## config.mk

```make
export PLATFORM = sky130hd
export DESIGN_NAME = lcd_scanout
export DESIGN_NICKNAME = d
export VERILOG_FILES = /design/src/rtl/pm_video_pkg.sv /design/src/rtl/pm_video_timing.sv /design/src/rtl/lcd_scanout.sv
export SDC_FILE = /design/constraint.sdc
export NUM_CORES = 1
export LEC_CHECK = 0
export ABC_AREA = 1
export CORE_MARGIN = 4
export CORE_UTILIZATION = 54
export DETAILED_ROUTE_END_ITERATION = 6
export GPL_TIMING_DRIVEN = 0
export PLACE_DENSITY = 0.84
export SYNTH_ARGS = -nofsm -noshare
export SYNTH_HDL_FRONTEND = slang
export SYNTH_SLANG_ARGS = --single-unit
```

## constraint.sdc

```tcl
create_clock -name clk -period 3.29 [get_ports clk]
set_input_delay 0.4935 -clock clk [delete_from_list [all_inputs] [get_ports clk]]
set_output_delay 0.4935 -clock clk [all_outputs]
set_load 0.02 [all_outputs]
```

## src/rtl/pm_video_pkg.sv

```systemverilog
// Shared video definitions: default raster timing and the per-pixel output record.
package pm_video_pkg;

    localparam int unsigned H_ACTIVE = 96;
    localparam int unsigned H_FP     = 8;
    localparam int unsigned H_SYNC   = 8;
    localparam int unsigned H_BP     = 16;
    localparam int unsigned V_ACTIVE = 64;
    localparam int unsigned V_FP     = 4;
    localparam int unsigned V_SYNC   = 4;
    localparam int unsigned V_BP     = 8;
    localparam logic [7:0]  OFF_LEVEL = 8'hD0;

    typedef struct packed {
        logic [7:0] luma;
        logic       de;
        logic       hsync;
        logic       vsync;
        logic       hblank;
        logic       vblank;
    } pixel_t;

endpackage

```

## src/rtl/pm_video_timing.sv

```systemverilog
// Raster position counters advancing on a clock enable, with sync/blank/active decode
// of both the current and the upcoming position.
module pm_video_timing #(
    parameter int unsigned H_ACTIVE = pm_video_pkg::H_ACTIVE,
    parameter int unsigned H_FP     = pm_video_pkg::H_FP,
    parameter int unsigned H_SYNC   = pm_video_pkg::H_SYNC,
    parameter int unsigned H_BP     = pm_video_pkg::H_BP,
    parameter int unsigned V_ACTIVE = pm_video_pkg::V_ACTIVE,
    parameter int unsigned V_FP     = pm_video_pkg::V_FP,
    parameter int unsigned V_SYNC   = pm_video_pkg::V_SYNC,
    parameter int unsigned V_BP     = pm_video_pkg::V_BP
) (
    input  logic       clk,
    input  logic       reset,
    input  logic       ce,
    output logic [7:0] h,
    output logic [6:0] v,
    output logic [7:0] h_next,
    output logic [6:0] v_next,
    output logic       active,
    output logic       next_active,
    output logic       hsync,
    output logic       vsync,
    output logic       hblank,
    output logic       vblank
);

    localparam logic [7:0] H_ACT     = 8'(H_ACTIVE);
    localparam logic [7:0] H_SYNC_LO = 8'(H_ACTIVE + H_FP);
    localparam logic [7:0] H_SYNC_HI = 8'(H_ACTIVE + H_FP + H_SYNC);
    localparam logic [7:0] H_LAST    = 8'(H_ACTIVE + H_FP + H_SYNC + H_BP - 1);
    localparam logic [6:0] V_ACT     = 7'(V_ACTIVE);
    localparam logic [6:0] V_SYNC_LO = 7'(V_ACTIVE + V_FP);
    localparam logic [6:0] V_SYNC_HI = 7'(V_ACTIVE + V_FP + V_SYNC);
    localparam logic [6:0] V_LAST    = 7'(V_ACTIVE + V_FP + V_SYNC + V_BP - 1);

    always_comb begin
        h_next = h + 8'd1;
        v_next = v;
        if (h == H_LAST) begin
            h_next = '0;
            v_next = (v == V_LAST) ? '0 : v + 7'd1;
        end
    end

    always_ff @(posedge clk) begin
        if (reset) begin
            h <= '0;
            v <= '0;
        end else if (ce) begin
            h <= h_next;
            v <= v_next;
        end
    end

    assign active      = (h < H_ACT) && (v < V_ACT);
    assign next_active = (h_next < H_ACT) && (v_next < V_ACT);
    assign hsync       = (h >= H_SYNC_LO) && (h < H_SYNC_HI);
    assign vsync       = (v >= V_SYNC_LO) && (v < V_SYNC_HI);
    assign hblank      = (h >= H_ACT);
    assign vblank      = (v >= V_ACT);

endmodule

```

## src/rtl/lcd_scanout.sv

```systemverilog
// Scans the LCD controller's page-organised display RAM out as a raster grey-level
// pixel stream, one pixel per ce_pix, one pixel behind the position counters.
module lcd_scanout #(
    parameter int unsigned H_ACTIVE  = pm_video_pkg::H_ACTIVE,
    parameter int unsigned H_FP      = pm_video_pkg::H_FP,
    parameter int unsigned H_SYNC    = pm_video_pkg::H_SYNC,
    parameter int unsigned H_BP      = pm_video_pkg::H_BP,
    parameter int unsigned V_ACTIVE  = pm_video_pkg::V_ACTIVE,
    parameter int unsigned V_FP      = pm_video_pkg::V_FP,
    parameter int unsigned V_SYNC    = pm_video_pkg::V_SYNC,
    parameter int unsigned V_BP      = pm_video_pkg::V_BP,
    parameter logic [7:0]  OFF_LEVEL = pm_video_pkg::OFF_LEVEL
) (
    input  logic       clk,
    input  logic       reset,
    input  logic       ce_pix,
    input  logic [5:0] lcd_contrast,
    output logic [7:0] read_x,
    output logic [3:0] read_y,
    input  logic [7:0] read_column,
    output logic [7:0] luma,
    output logic       de,
    output logic       hsync,
    output logic       vsync,
    output logic       hblank,
    output logic       vblank,
    output logic       frame_start
);

    import pm_video_pkg::*;

    logic [7:0] h, h_next;
    logic [6:0] v, v_next;
    logic       active, next_active;
    logic       t_hsync, t_vsync, t_hblank, t_vblank;
    logic [8:0] on_diff;
    logic [7:0] on_level;
    pixel_t     pix_next, pix_q;
    logic       frame_start_q;

    pm_video_timing #(
        .H_ACTIVE (H_ACTIVE),
        .H_FP     (H_FP),
        .H_SYNC   (H_SYNC),
        .H_BP     (H_BP),
        .V_ACTIVE (V_ACTIVE),
        .V_FP     (V_FP),
        .V_SYNC   (V_SYNC),
        .V_BP     (V_BP)
    ) u_timing (
        .clk         (clk),
        .reset       (reset),
        .ce          (ce_pix),
        .h           (h),
        .v           (v),
        .h_next      (h_next),
        .v_next      (v_next),
        .active      (active),
        .next_active (next_active),
        .hsync       (t_hsync),
        .vsync       (t_vsync),
        .hblank      (t_hblank),
        .vblank      (t_vblank)
    );

    // Address the pixel the counters move to, so its byte is ready by the next ce.
    always_ff @(posedge clk) begin
        if (reset) begin
            read_x <= '0;
            read_y <= '0;
        end else if (ce_pix) begin
            read_x <= next_active ? h_next : '0;
            read_y <= next_active ? 4'(v_next >> 3) : '0;
        end
    end

    always_comb begin
        on_diff  = {1'b0, OFF_LEVEL} - {1'b0, lcd_contrast, 2'b00};
        on_level = on_diff[8] ? '0 : on_diff[7:0];

        pix_next        = '0;
        pix_next.de     = active;
        pix_next.hsync  = t_hsync;
        pix_next.vsync  = t_vsync;
        pix_next.hblank = t_hblank;
        pix_next.vblank = t_vblank;
        if (active)
            pix_next.luma = read_column[v[2:0]] ? on_level : OFF_LEVEL;
    end

    always_ff @(posedge clk) begin
        if (reset) begin
            pix_q         <= '0;
            frame_start_q <= 1'b0;
        end else begin
            frame_start_q <= ce_pix && (h == 8'd0) && (v == 7'd0);
            if (ce_pix)
                pix_q <= pix_next;
        end
    end

    assign luma        = pix_q.luma;
    assign de          = pix_q.de;
    assign hsync       = pix_q.hsync;
    assign vsync       = pix_q.vsync;
    assign hblank      = pix_q.hblank;
    assign vblank      = pix_q.vblank;
    assign frame_start = frame_start_q;

endmodule

```

# Word level (Yosys, flattened, before mapping)
# Index checks and enable logic that the tools add are counted.
# Widths: inputs -> output; s select.
[classes]
addsub = 3
mul = 0
div = 0
magnitude_cmp = 11
eq_ne = 2
shifts = 0
muxes = 10
bitwise = 0
n_reduce_logical = 8
[op_table]
columns = ["cell", "count"]
rows = [
  ["$mux 8", 5],
  ["$lt 8x7->1 const B", 3],
  ["$lt 7x7->1 const B", 3],
  ["$ge 8x7->1 const B", 2],
  ["$ge 7x7->1 const B", 2],
  ["$mux 7", 2],
  ["$sub 8x8->9 const A", 1],
  ["$add 8x1->8 const B", 1],
  ["$eq 8x7->1 const B", 1],
  ["$logic_not 8->1", 1],
  ["$add 7x1->7 const B", 1],
  ["$eq 7x7->1 const B", 1],
  ["$logic_not 7->1", 1],
  ["$logic_and 1x1->1", 6],
  ["$lt 3x4->1 const B", 1],
  ["$mux 4", 1],
  ["$bmux 1 s3", 1],
  ["$mux 1", 1],
]
[word_totals]
regBits = 41
latchBits = 0
ram_bits = 0
mem_bits_ro = 0
word_cells = 45
memories = 0

# Depth between registers and ports, before layout
[logic_depth]
ltp_word = 6
depth_mapped = 11

# Cells and area by module
# Synthesis repeated with hierarchy kept, for this count alone.
[unflattened]
hier_cells = 334
hier_area_um2 = 2212.1
[modules_own_cells]
columns = ["mod", "instances", "cells_per_inst", "area_each_um2"]
rows = [
  ["lcd_scanout", 1, 177, 1167.4],
  ["pm_video_timing", 1, 157, 1044.8],
]

# Worst setup path before layout
# No wires, ideal clock.
[synth_timing]
path_kind = "input port to flip-flop"
from = "in lcd_contrast[0]"
to = "reg pix_q, in the netlist luma[6]"
setup_ns = 0.114
arrival_ns = 1.333
required_ns = 3.176
path_slack_ns = 1.843
path_stages = 10
path_cell_list = "inv_1 ha_1 nor2_1 nor2_1 nor2_1 nand2_1 o21ai_0 nand3_1 nand3_1 nand2_1"
[synth_via]
elab_chain_len = 4
[synth_rtl]
columns = ["item", "line_no", "rtl"]
rows = [
  ["from (decl)", "lcd_scanout.sv:17", "input logic [5:0] lcd_contrast,"],
  ["$sub 8x8->9", "lcd_scanout.sv:78", "on_diff = {1'b0, OFF_LEVEL} - {1'b0, lcd_contrast, 2'b00};"],
  ["$mux 8", "lcd_scanout.sv:79", "on_level = on_diff[8] ? '0 : on_diff[7:0];"],
  ["$mux 8", "lcd_scanout.sv:88", "pix_next.luma = read_column[v[2:0]] ? on_level : OFF_LEVEL;"],
  ["$mux 8", "lcd_scanout.sv:87", "if (active)"],
  ["to (signal assigned)", "lcd_scanout.sv:98", "pix_q <= pix_next;"],
  ["to (decl)", "lcd_scanout.sv:38", "pixel_t pix_next, pix_q;"],
]
# No other way between the ends.
# A chain may end at the register's enable or synchronous reset.

==> impl_metrics.ini <==
[finish]
post-route-cell-area_um2 = 2601
n_fill_cell = 320
antennaDiodeCount = 0
multi_input_area_um2 = 1071
final_layout_size_suffix_gt1_share_pct = 11.73
design.final.nets = 362
regArea_um2 = 780.7
flow.area_growth_from_synthesis_pct = 28.17

[global_route]
grt_max_degree = 13
grt.met3_usage_pct = 5.652
grt.total_usage_pct = 20.89
gr-max-usage-layer = met2
grt.met2_usage_pct = 36.33
first_global_vias = 1982
number_of_antenna_violations_at_the_first_check_in_global_routing = 0
grt_use_met1_pct = 23.61
grt_pass1_wl_mm = 8.245
grt-ovfl-total = 0

[sta]
final_max_slew_viol_count = 0
finClkSkew_ns = 0.003283
layout_worst_path_cycle_share_pct = 58.19
worst_slew_margin_rel_pct = 62.46
fin_setup_tns_ns = 0
peak_freq_mhz = 522.3
finalHoldViolations = 0
timing.final.setup_violations = 0
unrepaired_setup_endpoints_after_global_routing = no
tightestPinTransition_ns = 0.5611
finalCriticalPeriod_ns = 1.915

[worst_setup_path]
critPathSlowestCell = sky130_fd_sc_hd__nor2_1
worst-endpoint-required_ns = 3.50
crit_type = primary input to register
crit_path_cell_trace = clkdlybuf4s50_1, buf_2, nor2_1, inv_1, o21ai_0
signal_arrival_time_at_the_worst_endpoint_ns = 2.12
worst_setup_path_end_kind = register
setup.worst_path.start_class = primary input
delay_of_the_slowest_cell_on_the_worst_path_ns = 0.46
largest_fanout_on_the_critical_path = 10

[clock_network]
cts_hold_repair.buffers = 0
number_of_buffers_on_the_longest_clock_path = 2
worstSkewPairLatency_ns = 0.29
htree_num_levels = 2
cts_num_sinks = 39
tritoncts = yes
worst_setup_hold_path_clk_slew_ns = 0.07
clk_root_buffer_cell = sky130_fd_sc_hd__clkbuf_8
cts_resized = 0
cts_inserted_buffers = 5
post-cts-setup-buffers = 0

[outcome]
outcome = completed

[run]
maxCapViolations = 0

[floorplan]
die_area_um2 = 4803
initial_core_utilization_pct = 55.85
io-pin-count = 43
floorplan.die.height_um = 69.31
std_cell_rows = 22
fp.dieW_um = 69.31
fp.coreArea_um2 = 3633

[synthesis]
yosys.cell_count.top_type = sky130_fd_sc_hd__nand2_1
async_reset_ff_share_pct = 0
ys.warnings.count = 0
synth_sequential_area_ratio_pct = 38.47
avg_cell_area_syn_um2 = 6.926
synth_top_cell_area_share_pct = 38.47
ys_top_cells_by_area = sky130_fd_sc_hd__dfxtp_1 (38%), sky130_fd_sc_hd__nand2_1 (14%), sky130_fd_sc_hd__nor2_1 (5.9%)
synth_cell_count_leaders = sky130_fd_sc_hd__nand2_1 (77), sky130_fd_sc_hd__dfxtp_1 (39), sky130_fd_sc_hd__nor2_1 (32), sky130_fd_sc_hd__inv_1 (30), sky130_fd_sc_hd__o21ai_0 (22)
number_of_flops_mapped_to_enable_cells_by_yosys = 0
netlist_instances = 293
synth_cell_types = 32
synth_seq_cells = 39
postSynth.topFlopCell = sky130_fd_sc_hd__dfxtp_1
yosys_top_cell_by_area = sky130_fd_sc_hd__dfxtp_1
syn_area_um2 = 2029

[place]
place.gp.congestion = 0.8781
dp.final_hpwl_mm = 3.618
port_buffers = 39
placed_cell_areas_um2 = 2484

[power]
irDropWorstVdd_uv = 253.5
power-per-cell-area_nw_per_um2 = 402.4
power.static_leakage_nw = 1.105

[route]
avgRoutedWirePerCell_um = 11.97
drc_errors = 0
drt_first_iter_violations = 140
num_vias = 1993
ant_nets = 0
drt_wl_total_mm = 4.655
drtPass1Iterations = 4
post_drt_via_cell_ratio = 5.123

[hold_path]
holdCritPathClass = register to register
flip-flops by register name, summed over array words and instances, names as in the netlist:
signal       count
frame_start      1
de               1
read_x           8
u_timing.h       8
read_y           4
hblank           1
u_timing.v       7
vsync            1
luma             6
hsync            1
vblank           1
final cells by class:
class | instances | area share, %
flip-flops and latches | 39 | 30.01
multi-input cells | 210 | 41.17
clock inverters | 2 | 1.347
clock buffers | 6 | 3.175
plain buffers | 8 | 1.635
well taps | 48 | 2.309
repair buffers | 39 | 15.01
inverters | 37 | 5.339
final timing paths:
check	slack, ns	end	startpoint	cells past startpoint
worst min register to register	0.44	read_x[7]$_SDFFE_PP0P_	read_x[7]$_SDFFE_PP0P_	2
worst max-delay path	1.38	u_timing.v[4]$_SDFFE_PP0P_	reset	5
worst max register to register	1.61	read_x[2]$_SDFFE_PP0P_	u_timing.v[0]$_SDFFE_PP0P_	8
worst min-delay path	0.44	read_x[7]$_SDFFE_PP0P_	read_x[7]$_SDFFE_PP0P_	2
layer usage:
metal / wire length, um / vias up
met5: 0 / -
met2: 2226 / 62
met4: 106 / 0
li1: - / 1038
met1: 2070 / 882
met3: 251 / 11
power by group:
part / total (mW) / internal [mW] / switching (mW)
Combinational: 0.139 / 0.0615 / 0.0774
Sequential: 0.497 / 0.486 / 0.0112
Clock: 0.410 / 0.245 / 0.165
worst max-delay path, delay by kind of cell:
family,cells,cell delay [ns]
AOI/OAI and AO/OA,1,0.24
buffers and inverters,3,0.93
and+or+nand+nor,1,0.46
logic make-up (layout without fill, tap and decap cells):
logic type | count (synthesis) | count (layout) | share of synthesized area (%)
fa+ha+maj | 5 | 5 | 3.083
buf+inv | 45 | 92 | 8.939
other cells | 1 | 2 | 0.1848
flops | 39 | 39 | 38.47
compound gates | 49 | 49 | 14.24
simple gates | 153 | 153 | 34.65
xor+xnor | 1 | 1 | 0.4316
through the flow:
step	worst slack [ns]	hold WS [ns]	std cells	total power, mW	utilization (%)
finish	1.375	0.4444	389	1.047	71.59
global route	1.343	0.4765	389	1.089	71.59
CTS	1.435	0.4461	389	1.054	71.59
detailed placement	1.133	0.4331	381	0.6471	68.35
global placement	1.105	0.4251	381	0.6438	68.35
floorplan	1.843	0.4917	294	0.5879	-
placed cells by master (no fill, tap or decap), types with 3 or more instances in the layout:
cell	instances
sky130_fd_sc_hd__buf_2	4
sky130_fd_sc_hd__o21ai_0	22
sky130_fd_sc_hd__nand3_2	3
sky130_fd_sc_hd__o21ai_1	3
sky130_fd_sc_hd__nor2_4	3
sky130_fd_sc_hd__ha_1	5
sky130_fd_sc_hd__nand2_2	4
sky130_fd_sc_hd__clkdlybuf4s50_1	39
sky130_fd_sc_hd__o21ai_2	8
sky130_fd_sc_hd__a21oi_1	10
sky130_fd_sc_hd__inv_2	4
sky130_fd_sc_hd__nand4_1	4
sky130_fd_sc_hd__nand3_1	21
sky130_fd_sc_hd__clkbuf_8	6
sky130_fd_sc_hd__clkinv_1	3
sky130_fd_sc_hd__inv_1	30
sky130_fd_sc_hd__nand2_1	77
sky130_fd_sc_hd__dfxtp_1	39
sky130_fd_sc_hd__nor2_1	32
No activity file was read; power rests on OpenSTA's default activity.
